--- config.mk ---
export PLATFORM = sky130hd
export DESIGN_NAME = wb_regfile_flat
export DESIGN_NICKNAME = d
export VERILOG_FILES = /design/src/rtl/wb_regfile_if.sv /design/src/rtl/wb_regfile.sv /design/src/flat_wrapper.sv
export SDC_FILE = /design/constraint.sdc
export NUM_CORES = 2
export LEC_CHECK = 0
export BUFFER_PORTS_ARGS = -buffer_cell sky130_fd_sc_hd__buf_2
export CORE_ASPECT_RATIO = 0.6
export CORE_MARGIN = 5
export CORE_UTILIZATION = 35
export CTS_CLUSTER_SIZE = 30
export DETAILED_ROUTE_END_ITERATION = 10
export PLACE_DENSITY = 0.55
export SLEW_MARGIN = 30
export SYNTH_ARGS = -nofsm -noshare
export SYNTH_HDL_FRONTEND = slang
export SYNTH_SLANG_ARGS = --single-unit
--- constraint.sdc ---
create_clock -name clk -period 3.3 [get_ports clk]
set_input_delay 0.495 -clock clk [delete_from_list [all_inputs] [get_ports clk]]
set_output_delay 0.495 -clock clk [all_outputs]
set_load 0.05 [all_outputs]
--- src/rtl/wb_regfile_if.sv ---
// Writeback-stage bundle in, decode read ports and writeback tuple out.
interface wb_regfile_if #(
    parameter int unsigned DATA_W = 32,
    parameter int unsigned CNT_W  = 64
);
    localparam int unsigned AW = 5;

    logic [DATA_W-1:0] alu_result_w;
    logic [DATA_W-1:0] pc_plus4_w;
    logic [DATA_W-1:0] read_data_w;
    logic [31:0]       instr_w;
    logic [AW-1:0]     rs1_addr;
    logic [AW-1:0]     rs2_addr;
    logic [DATA_W-1:0] rs1_data;
    logic [DATA_W-1:0] rs2_data;
    logic              wb_en;
    logic [AW-1:0]     wb_rd;
    logic [DATA_W-1:0] wb_data;
    logic [CNT_W-1:0]  instret;

    // Pipeline / decode side
    modport master (
        output alu_result_w, pc_plus4_w, read_data_w, instr_w, rs1_addr, rs2_addr,
        input  rs1_data, rs2_data, wb_en, wb_rd, wb_data, instret
    );

    // Register file side
    modport slave (
        input  alu_result_w, pc_plus4_w, read_data_w, instr_w, rs1_addr, rs2_addr,
        output rs1_data, rs2_data, wb_en, wb_rd, wb_data, instret
    );
endinterface

--- src/rtl/wb_regfile.sv ---
// Writeback stage: decode, load alignment, 32x32 register file with
// write-first bypass on both read ports, and retired-instruction counter.
module wb_regfile #(
    parameter int unsigned DATA_W = 32,
    parameter int unsigned CNT_W  = 64
) (
    input  logic        clk,
    input  logic        rst_n,
    wb_regfile_if.slave bus
);
    localparam int unsigned NREG = 32;
    localparam int unsigned AW   = 5;

    localparam logic [6:0] OPC_LOAD   = 7'b0000011;
    localparam logic [6:0] OPC_JAL    = 7'b1101111;
    localparam logic [6:0] OPC_JALR   = 7'b1100111;
    localparam logic [6:0] OPC_OP     = 7'b0110011;
    localparam logic [6:0] OPC_OPIMM  = 7'b0010011;
    localparam logic [6:0] OPC_LUI    = 7'b0110111;
    localparam logic [6:0] OPC_AUIPC  = 7'b0010111;

    localparam logic [2:0] F3_LB  = 3'b000;
    localparam logic [2:0] F3_LH  = 3'b001;
    localparam logic [2:0] F3_LBU = 3'b100;
    localparam logic [2:0] F3_LHU = 3'b101;

    logic [6:0]        opcode;
    logic [AW-1:0]     rd;
    logic [2:0]        funct3;
    logic [1:0]        off;

    logic [7:0]        byte_v;
    logic [15:0]       half_v;
    logic [DATA_W-1:0] load_val;
    logic              wr_op;
    logic [DATA_W-1:0] sel_val;
    logic              wb_en_c;
    logic [DATA_W-1:0] wb_data_c;
    logic [DATA_W-1:0] rs1_c;
    logic [DATA_W-1:0] rs2_c;

    logic [DATA_W-1:0] regs_q [1:NREG-1];
    logic [CNT_W-1:0]  instret_q;
    logic [CNT_W-1:0]  instret_d;

    assign opcode = bus.instr_w[6:0];
    assign rd     = bus.instr_w[11:7];
    assign funct3 = bus.instr_w[14:12];
    assign off    = bus.alu_result_w[1:0];

    // Pick the addressed byte/halfword out of the little-endian memory word
    always_comb begin
        byte_v = bus.read_data_w[7:0];
        half_v = bus.read_data_w[15:0];
        case (off)
            2'd0:    byte_v = bus.read_data_w[7:0];
            2'd1:    byte_v = bus.read_data_w[15:8];
            2'd2:    byte_v = bus.read_data_w[23:16];
            default: byte_v = bus.read_data_w[31:24];
        endcase
        if (off[1]) begin
            half_v = bus.read_data_w[31:16];
        end
    end

    // Extend the selected lane according to the load width; misaligned
    // halfwords simply drop off[0], and unknown widths return the full word
    always_comb begin
        load_val = bus.read_data_w;
        case (funct3)
            F3_LB:   load_val = {{(DATA_W-8){byte_v[7]}}, byte_v};
            F3_LBU:  load_val = {{(DATA_W-8){1'b0}}, byte_v};
            F3_LH:   load_val = {{(DATA_W-16){half_v[15]}}, half_v};
            F3_LHU:  load_val = {{(DATA_W-16){1'b0}}, half_v};
            default: load_val = bus.read_data_w;
        endcase
    end

    // Writeback source select; non-writing opcodes (incl. bubble) produce 0
    always_comb begin
        wr_op   = 1'b0;
        sel_val = '0;
        case (opcode)
            OPC_LOAD: begin
                wr_op   = 1'b1;
                sel_val = load_val;
            end
            OPC_JAL, OPC_JALR: begin
                wr_op   = 1'b1;
                sel_val = bus.pc_plus4_w;
            end
            OPC_OP, OPC_OPIMM, OPC_LUI, OPC_AUIPC: begin
                wr_op   = 1'b1;
                sel_val = bus.alu_result_w;
            end
            default: begin
                wr_op   = 1'b0;
                sel_val = '0;
            end
        endcase
        wb_en_c   = wr_op && (rd != '0);
        wb_data_c = wb_en_c ? sel_val : '0;
    end

    // Register array; x0 has no storage
    always_ff @(posedge clk or negedge rst_n) begin
        if (!rst_n) begin
            for (int i = 1; i < NREG; i++) begin
                regs_q[i] <= '0;
            end
        end else if (wb_en_c) begin
            for (int i = 1; i < NREG; i++) begin
                if (rd == AW'(i)) begin
                    regs_q[i] <= wb_data_c;
                end
            end
        end
    end

    // Read ports: x0 and reset force 0, same-cycle write wins over storage
    always_comb begin
        rs1_c = '0;
        rs2_c = '0;
        for (int i = 1; i < NREG; i++) begin
            if (bus.rs1_addr == AW'(i)) begin
                rs1_c = regs_q[i];
            end
            if (bus.rs2_addr == AW'(i)) begin
                rs2_c = regs_q[i];
            end
        end
        if (wb_en_c && (bus.rs1_addr == rd)) begin
            rs1_c = wb_data_c;
        end
        if (wb_en_c && (bus.rs2_addr == rd)) begin
            rs2_c = wb_data_c;
        end
        if (!rst_n || (bus.rs1_addr == '0)) begin
            rs1_c = '0;
        end
        if (!rst_n || (bus.rs2_addr == '0)) begin
            rs2_c = '0;
        end
    end

    // Any non-bubble instruction retires, writing or not; wraps silently
    always_comb begin
        instret_d = instret_q;
        if (bus.instr_w != 32'h0) begin
            instret_d = instret_q + CNT_W'(1);
        end
    end

    // Retire counter register
    always_ff @(posedge clk or negedge rst_n) begin
        if (!rst_n) begin
            instret_q <= '0;
        end else begin
            instret_q <= instret_d;
        end
    end

    assign bus.rs1_data = rs1_c;
    assign bus.rs2_data = rs2_c;
    assign bus.wb_en    = wb_en_c;
    assign bus.wb_rd    = rd;
    assign bus.wb_data  = wb_data_c;
    assign bus.instret  = instret_q;

endmodule
--- src/flat_wrapper.sv ---
// flat-port wrapper written by rule: the top's interface ports become plain ports
module wb_regfile_flat 
#(
    parameter int unsigned DATA_W = 32,
    parameter int unsigned CNT_W  = 64
)
  (clk, rst_n, bus_alu_result_w, bus_pc_plus4_w, bus_read_data_w, bus_instr_w, bus_rs1_addr, bus_rs2_addr, bus_rs1_data, bus_rs2_data, bus_wb_en, bus_wb_rd, bus_wb_data, bus_instret);
  wb_regfile_if #(.DATA_W(DATA_W), .CNT_W(CNT_W)) bus_i ();
  input  logic clk;
  input  logic rst_n;
  input wire logic [$bits(bus_i.alu_result_w)-1:0] bus_alu_result_w;
  input wire logic [$bits(bus_i.pc_plus4_w)-1:0] bus_pc_plus4_w;
  input wire logic [$bits(bus_i.read_data_w)-1:0] bus_read_data_w;
  input wire logic [$bits(bus_i.instr_w)-1:0] bus_instr_w;
  input wire logic [$bits(bus_i.rs1_addr)-1:0] bus_rs1_addr;
  input wire logic [$bits(bus_i.rs2_addr)-1:0] bus_rs2_addr;
  output wire logic [$bits(bus_i.rs1_data)-1:0] bus_rs1_data;
  output wire logic [$bits(bus_i.rs2_data)-1:0] bus_rs2_data;
  output wire logic [$bits(bus_i.wb_en)-1:0] bus_wb_en;
  output wire logic [$bits(bus_i.wb_rd)-1:0] bus_wb_rd;
  output wire logic [$bits(bus_i.wb_data)-1:0] bus_wb_data;
  output wire logic [$bits(bus_i.instret)-1:0] bus_instret;
  assign bus_i.alu_result_w = bus_alu_result_w;
  assign bus_i.pc_plus4_w = bus_pc_plus4_w;
  assign bus_i.read_data_w = bus_read_data_w;
  assign bus_i.instr_w = bus_instr_w;
  assign bus_i.rs1_addr = bus_rs1_addr;
  assign bus_i.rs2_addr = bus_rs2_addr;
  assign bus_rs1_data = bus_i.rs1_data;
  assign bus_rs2_data = bus_i.rs2_data;
  assign bus_wb_en = bus_i.wb_en;
  assign bus_wb_rd = bus_i.wb_rd;
  assign bus_wb_data = bus_i.wb_data;
  assign bus_instret = bus_i.instret;
  wb_regfile #(.DATA_W(DATA_W), .CNT_W(CNT_W)) u_core (.clk(clk), .rst_n(rst_n), .bus(bus_i));
endmodule
== Word-level counts from Yosys, hierarchy flattened ==
Index checks and enable logic that the tools add are counted.

* Register bits: 1056
* Input port bits: 140
* Output and inout bits: 166
* Logic and storage cells: 258

* Add/subtract/negate cells: 1
* Equality and inequality tests: 107
* Muxes and demuxes: 72
* Reduce and logical (&&, ||, !) cells: 46

{| class="wikitable"
|+ Operator list
! cell !! count
|-
| $mux W32 || 67
|-
| $eq A5 B5 Y1 const B || 48
|-
| $pmux W32 S4 || 1
|-
| $eq A5 B4 Y1 const B || 24
|-
| $pmux W32 S3 || 1
|-
| $add A64 B1 Y64 const B || 1
|-
| $reduce_and A2 Y1 || 31
|-
| $eq A5 B3 Y1 const B || 12
|-
| $reduce_bool A32 Y1 || 1
|-
| $eq A5 B2 Y1 const B || 6
|-
| $pmux W8 S3 || 1
|-
| $mux W16 || 1
|-
| $eq A5 B1 Y1 const B || 3
|-
| $eq A7 B5 Y1 const B || 2
|-
| $eq A7 B6 Y1 const B || 2
|-
| $eq A7 B7 Y1 const B || 2
|-
| $eq A5 B5 Y1 || 2
|-
| $logic_not A5 Y1 || 2
|-
| $eq A7 B2 Y1 const B || 1
|-
| $reduce_or A7 Y1 || 1
|-
| $eq A3 B3 Y1 const B || 2
|-
| $reduce_bool A5 Y1 || 1
|-
| $reduce_or A4 Y1 || 1
|-
| $eq A3 B1 Y1 const B || 1
|-
| other kinds (9) || 12
|}

== Longest topological paths before layout ==
* Word-level depth: 34
* Mapped depth: 14
* Depth with buffers taken out: 9

== Worst setup path after synthesis ==
OpenSTA, ideal clock, no wires.

* Path kind: in2out
* From: input bus_instr_w[4]
* To: output bus_rs2_data[7]
* Arrival time: 4598 ps
* Data required time: 2805 ps
* Path slack: -1793 ps
* Cell stages on the path: 10
* Path through: nand4b_1 > nor2_1 > or3_1 > buf_2 > nand2_1 > inv_2 > buf_2 > nand4_1 > and3_1 > a2111oi_0

* Cells in the longest elaborated chain, start to end: 7
* Elaborated cells on any way between the ends: 17
* Those cells by class: 7 x eq/ne; 5 x mux; 5 x reduce/logical

{| class="wikitable"
|+ RTL lines
! element !! RTL line !! RTL
|-
| start, declared || flat_wrapper.sv:14 || <nowiki>input wire logic [$bits(bus_i.instr_w)-1:0] bus_instr_w;</nowiki>
|-
| $eq A7 B2 Y1, or another cell as far along || wb_regfile.sv:83 || <nowiki>case (opcode)</nowiki>
|-
| $reduce_or A7 Y1 (no source line) (*) || n/a ||
|-
| $mux W1 (*) || wb_regfile.sv:83 ||
|-
| $logic_and A1 B1 Y1 (*) || wb_regfile.sv:101 || <nowiki>wb_en_c = wr_op && (rd != '0);</nowiki>
|-
| named net bus_wb_en || flat_wrapper.sv:19 || <nowiki>output wire logic [$bits(bus_i.wb_en)-1:0] bus_wb_en;</nowiki>
|-
| $mux W32 / $logic_and A1 B1 Y1 (equally long branches) || wb_regfile.sv:102, wb_regfile.sv:135 ||
|-
| $mux W32 (*) || wb_regfile.sv:135 || <nowiki>if (wb_en_c && (bus.rs2_addr == rd)) begin</nowiki>
|-
| $mux W32 (*) || wb_regfile.sv:141 || <nowiki>if (!rst_n || (bus.rs2_addr == '0)) begin</nowiki>
|-
| end, declared || flat_wrapper.sv:18 || <nowiki>output wire logic [$bits(bus_i.rs2_data)-1:0] bus_rs2_data;</nowiki>
|}

The timed path passes the listed nets; every way through them passes the cells marked *.

== Worst setup path after layout ==
* From: register u_core.regs_q[694] (netlist name)
* To: output bus_rs1_data[22]

* Cells in the longest elaborated chain, start to end: 24

{| class="wikitable"
|+ RTL lines
! element !! RTL line !! RTL
|-
| start, declared || wb_regfile.sv:42 || <nowiki>logic [DATA_W-1:0] regs_q [1:NREG-1];</nowiki>
|-
| start signal, assigned by index || wb_regfile.sv:114 || <nowiki>regs_q[i] <= wb_data_c;</nowiki>
|-
| $mux W32 (22 in series) || wb_regfile.sv:125 || <nowiki>if (bus.rs1_addr == AW'(i)) begin</nowiki>
|-
| $mux W32 || wb_regfile.sv:132 || <nowiki>if (wb_en_c && (bus.rs1_addr == rd)) begin</nowiki>
|-
| $mux W32 || wb_regfile.sv:138 || <nowiki>if (!rst_n || (bus.rs1_addr == '0)) begin</nowiki>
|-
| end, declared || flat_wrapper.sv:17 || <nowiki>output wire logic [$bits(bus_i.rs1_data)-1:0] bus_rs1_data;</nowiki>
|}

Every way passes these cells.

==> reports/metrics.cfg <==
[yosys]
netlist.area_leader.share_pct = 47.8
synthTopCellsByArea = dfrtp_1 (48%), o21ai_0 (8.6%), nand2_1 (7.7%)
synth_nets = 6537
synth_top_area_cell = dfrtp_1
avgSynthCellArea_um2 = 8.65
synth-edff-count = 0
yosysSeqAreaShare_pct = 47.8
async_flop_share_pct = 100
synth_seq_cells = 1056
ys_types = 84
synthCells = 6396
synth_area_um2 = 55300
yosys_warnings = 0
synthFlopType = dfrtp_1

[pwr]
p_per_area_nw_per_um2 = 377
ir_drop_mv = 0.455
power.total_mw = 31.9
p_leak_nw = 37.0

[placement]
place_area_um2 = 72500
dp_hpwl_um = 344000
io_buffers = 305
place.gp.congestion = 1.12
dp.cells = 9596

[sta]
fin_crit_sh_pct = 118
finalCriticalPeriod_ns = 3.90
hold_violations = 0
maxSlewHeadroom_pct = 28.6
fin_tns_setup_ns = -13.48
worst_slew_pin_slew_ns = 1.07
fmax_mhz = 257
finalSetupViolCount = 65
grt_setup_unrepaired = true
layout_setup_ws_ns = -0.597
final_max_slew_viol_count = 0
finalClockSkew_ns = 0.0563

[die]
design.die.area_um2 = 166000
initial_core_util_pct = 35.1
die_w_um = 523
dieHeight_um = 318
core.rowCount = 113
ios = 306
core_area_um2 = 158000

[finish]
area_growth_pct = 52.9
utilization_pct = 53.6
final-instance-count-excl-fill = 10100
final_nets = 8028
final_cell_mix = buf_4 (1148), nand2_1 (1090), dfrtp_1 (1016), o21ai_0 (911), a22oi_1 (422)
drive_gt1_share_pct = 36.5
final_area_um2 = 84600
final_common_cell = buf_4

[min_path]
hold_depth = 3
hold_end = u_core.regs_q[490]
worstHoldStart = bus_alu_result_w[10]
min_path_type = input pin to flop

[cts]
htreeDepth = 3
tritoncts = done
root_buffer = clkbuf_16
numCtsBuffers = 108
clkTransAtPathRegs_ns = 0.07
cts.path.max_buffers = 3
clk-insertion-delay-late_ns = 0.81
cts.sinks = 1056

[setup_path]
crit_fanout = 3
critPathRequiredTime_ns = 2.80
r2r_cells = 7
reg2reg_slack_ns = 0.53
arrival_ns = 3.40
slowest_delay_ns = 0.74
cp-end-kind = output port
cpMaxStageDelayCell = nor4_4
reg2reg_to = u_core.bus.instret[25]
crit_path_start_kind = flop
r2r_start = u_core.bus.instret[2]
critical_path_class = flop to output port
crit_path_cell_trace = a22oi_2, nand4_1, nor4_4, buf_4, o21ai_2, and3_4, buf_12

[route]
vias = 69800
wl_per_cell_um = 45.2
dr.pass1.iters = 9
first_iter_violations = 14100
via_per_inst = 6.88
antenna_left = 0
wl_um = 459000
drc = 0

[global_route]
grt_usage_pct = 52.8
grt_pass1_vias = 62200
antenna_found_initial = 36
grt_first_pass_wirelength_um = 592000
grt_overflow_total = 0
grt_start_max_net_pins = 147

[outcome]
violations = negative setup slack
status = finished, violations left

[run]
maxCapViolations = 0

## cell usage after synthesis (9+ instances only)
| master | count |
|---|---|
| a211oi_1 | 32 |
| o21a_1 | 29 |
| a2bb2oi_1 | 10 |
| xnor2_1 | 58 |
| and3_1 | 70 |
| nand3b_1 | 12 |
| o22ai_1 | 44 |
| o31ai_1 | 26 |
| inv_1 | 44 |
| nand2b_1 | 37 |
| mux2_2 | 40 |
| a221oi_1 | 77 |
| nand4_1 | 92 |
| a21oi_1 | 351 |
| a221o_1 | 16 |
| xor2_1 | 15 |
| and3b_1 | 10 |
| buf_1 | 28 |
| a22o_1 | 89 |
| or3_1 | 17 |
| nor2b_1 | 25 |
| a21o_1 | 15 |
| nor4_1 | 43 |
| o211ai_1 | 18 |
| nor3_1 | 87 |
| nor2_1 | 386 |
| nor3b_1 | 15 |
| and4_1 | 22 |
| nand3_1 | 128 |
| nand2_1 | 1142 |
| a2111oi_0 | 30 |
| a32oi_1 | 18 |
| o21ai_0 | 950 |
| o2bb2ai_1 | 13 |
| clkbuf_1 | 473 |
| a31oi_1 | 24 |
| a22oi_1 | 517 |
| or2_2 | 10 |
| a222oi_1 | 42 |
| dfrtp_1 | 1056 |
| or3b_2 | 9 |
| buf_2 | 98 |
| o221ai_1 | 29 |
| mux2i_1 | 23 |
## critical path, delay by kind of cell, from the launching register on
kind / cells / cell delay (ns)
buffers and inverters: 2 / 0.38
AO/OA/AOI/OAI: 2 / 0.42
flip-flops: 1 / 0.46
AND/OR/NAND/NOR: 3 / 1.32
## through the flow
stage | setup WS [ns] | hold WS, ns
6_report | -0.597 | 0.138
5_1_grt | -0.501 | 0.198
4_1_cts | -0.404 | 0.122
3_5_place_dp | -1.11 | 0.467
3_3_place_gp | -1.82 | 0.458
2_1_floorplan | -0.180 | 0.199
## flip-flops by register name, indices dropped and copies added, names as in the netlist
name and flops:
u_core.bus.instret 64, u_core.regs_q 992
## report_power, final
part           switching [mW]  internal (mW)  total [mW]
combinational            2.81           1.61        4.42
clock                    6.36           7.70        14.1
sequential              0.300           13.1        13.4
total                    9.47           22.4        31.9
## layout make-up
class,count,area (µm²)
clock inverters,56,841
multi-input cells,4688,30900
inverters,47,180
flip-flops and latches,1056,26500
diodes,35,87.6
well taps,2127,2660
fillers,14500,73100
repair buffers,1986,20300
clock buffers,147,3060
## kinds of logic after synthesis
group / count (synthesis) / share of synthesized area [%]
xor+xnor: 73 / 1.16
simple gates: 2146 / 17.2
compound gates: 2398 / 27.6
buf+inv: 652 / 4.69
flops: 1056 / 47.8
fa+ha+maj: 1 / 0.0226
mux: 70 / 1.52
## timing repair
action | 4_1_cts | 5_1_grt
hold buffers | 1 | 0
setup buffers | 242 | 107
gates cloned | 8 | 3
resized for setup | 871 | 316
pin swaps | 334 | 283
hold endpoints to repair | 70 | 0
setup endpoints to repair | 80 | 74
## per-layer routing
metal,vias to the layer above,GRT usage (%),wire length (µm)
met5,-,2.21,675
met4,32,23.7,28100
met3,1552,34.7,90800
met2,7048,63.5,160000
met1,34700,71.5,179000
li1,26400,-,-
## worst max-delay path by stage
stage | endpoint | cells after the start | slack [ns] | start
final | bus_rs1_data[22] | 7 | -0.60 | u_core.regs_q[694]
after global routing | bus_rs1_data[22] | 9 | -0.50 | u_core.regs_q[886]
after CTS | bus_rs1_data[22] | 9 | -0.40 | u_core.regs_q[438]
after detailed placement | bus_rs2_data[18] | 12 | -1.11 | bus_rs2_addr[2]
after global placement | bus_rs2_data[29] | 12 | -1.82 | bus_rs2_addr[2]
after floorplan | bus_rs2_data[25] | 10 | -0.18 | bus_rs2_addr[2]
Power figures use the tool's default switching activity.
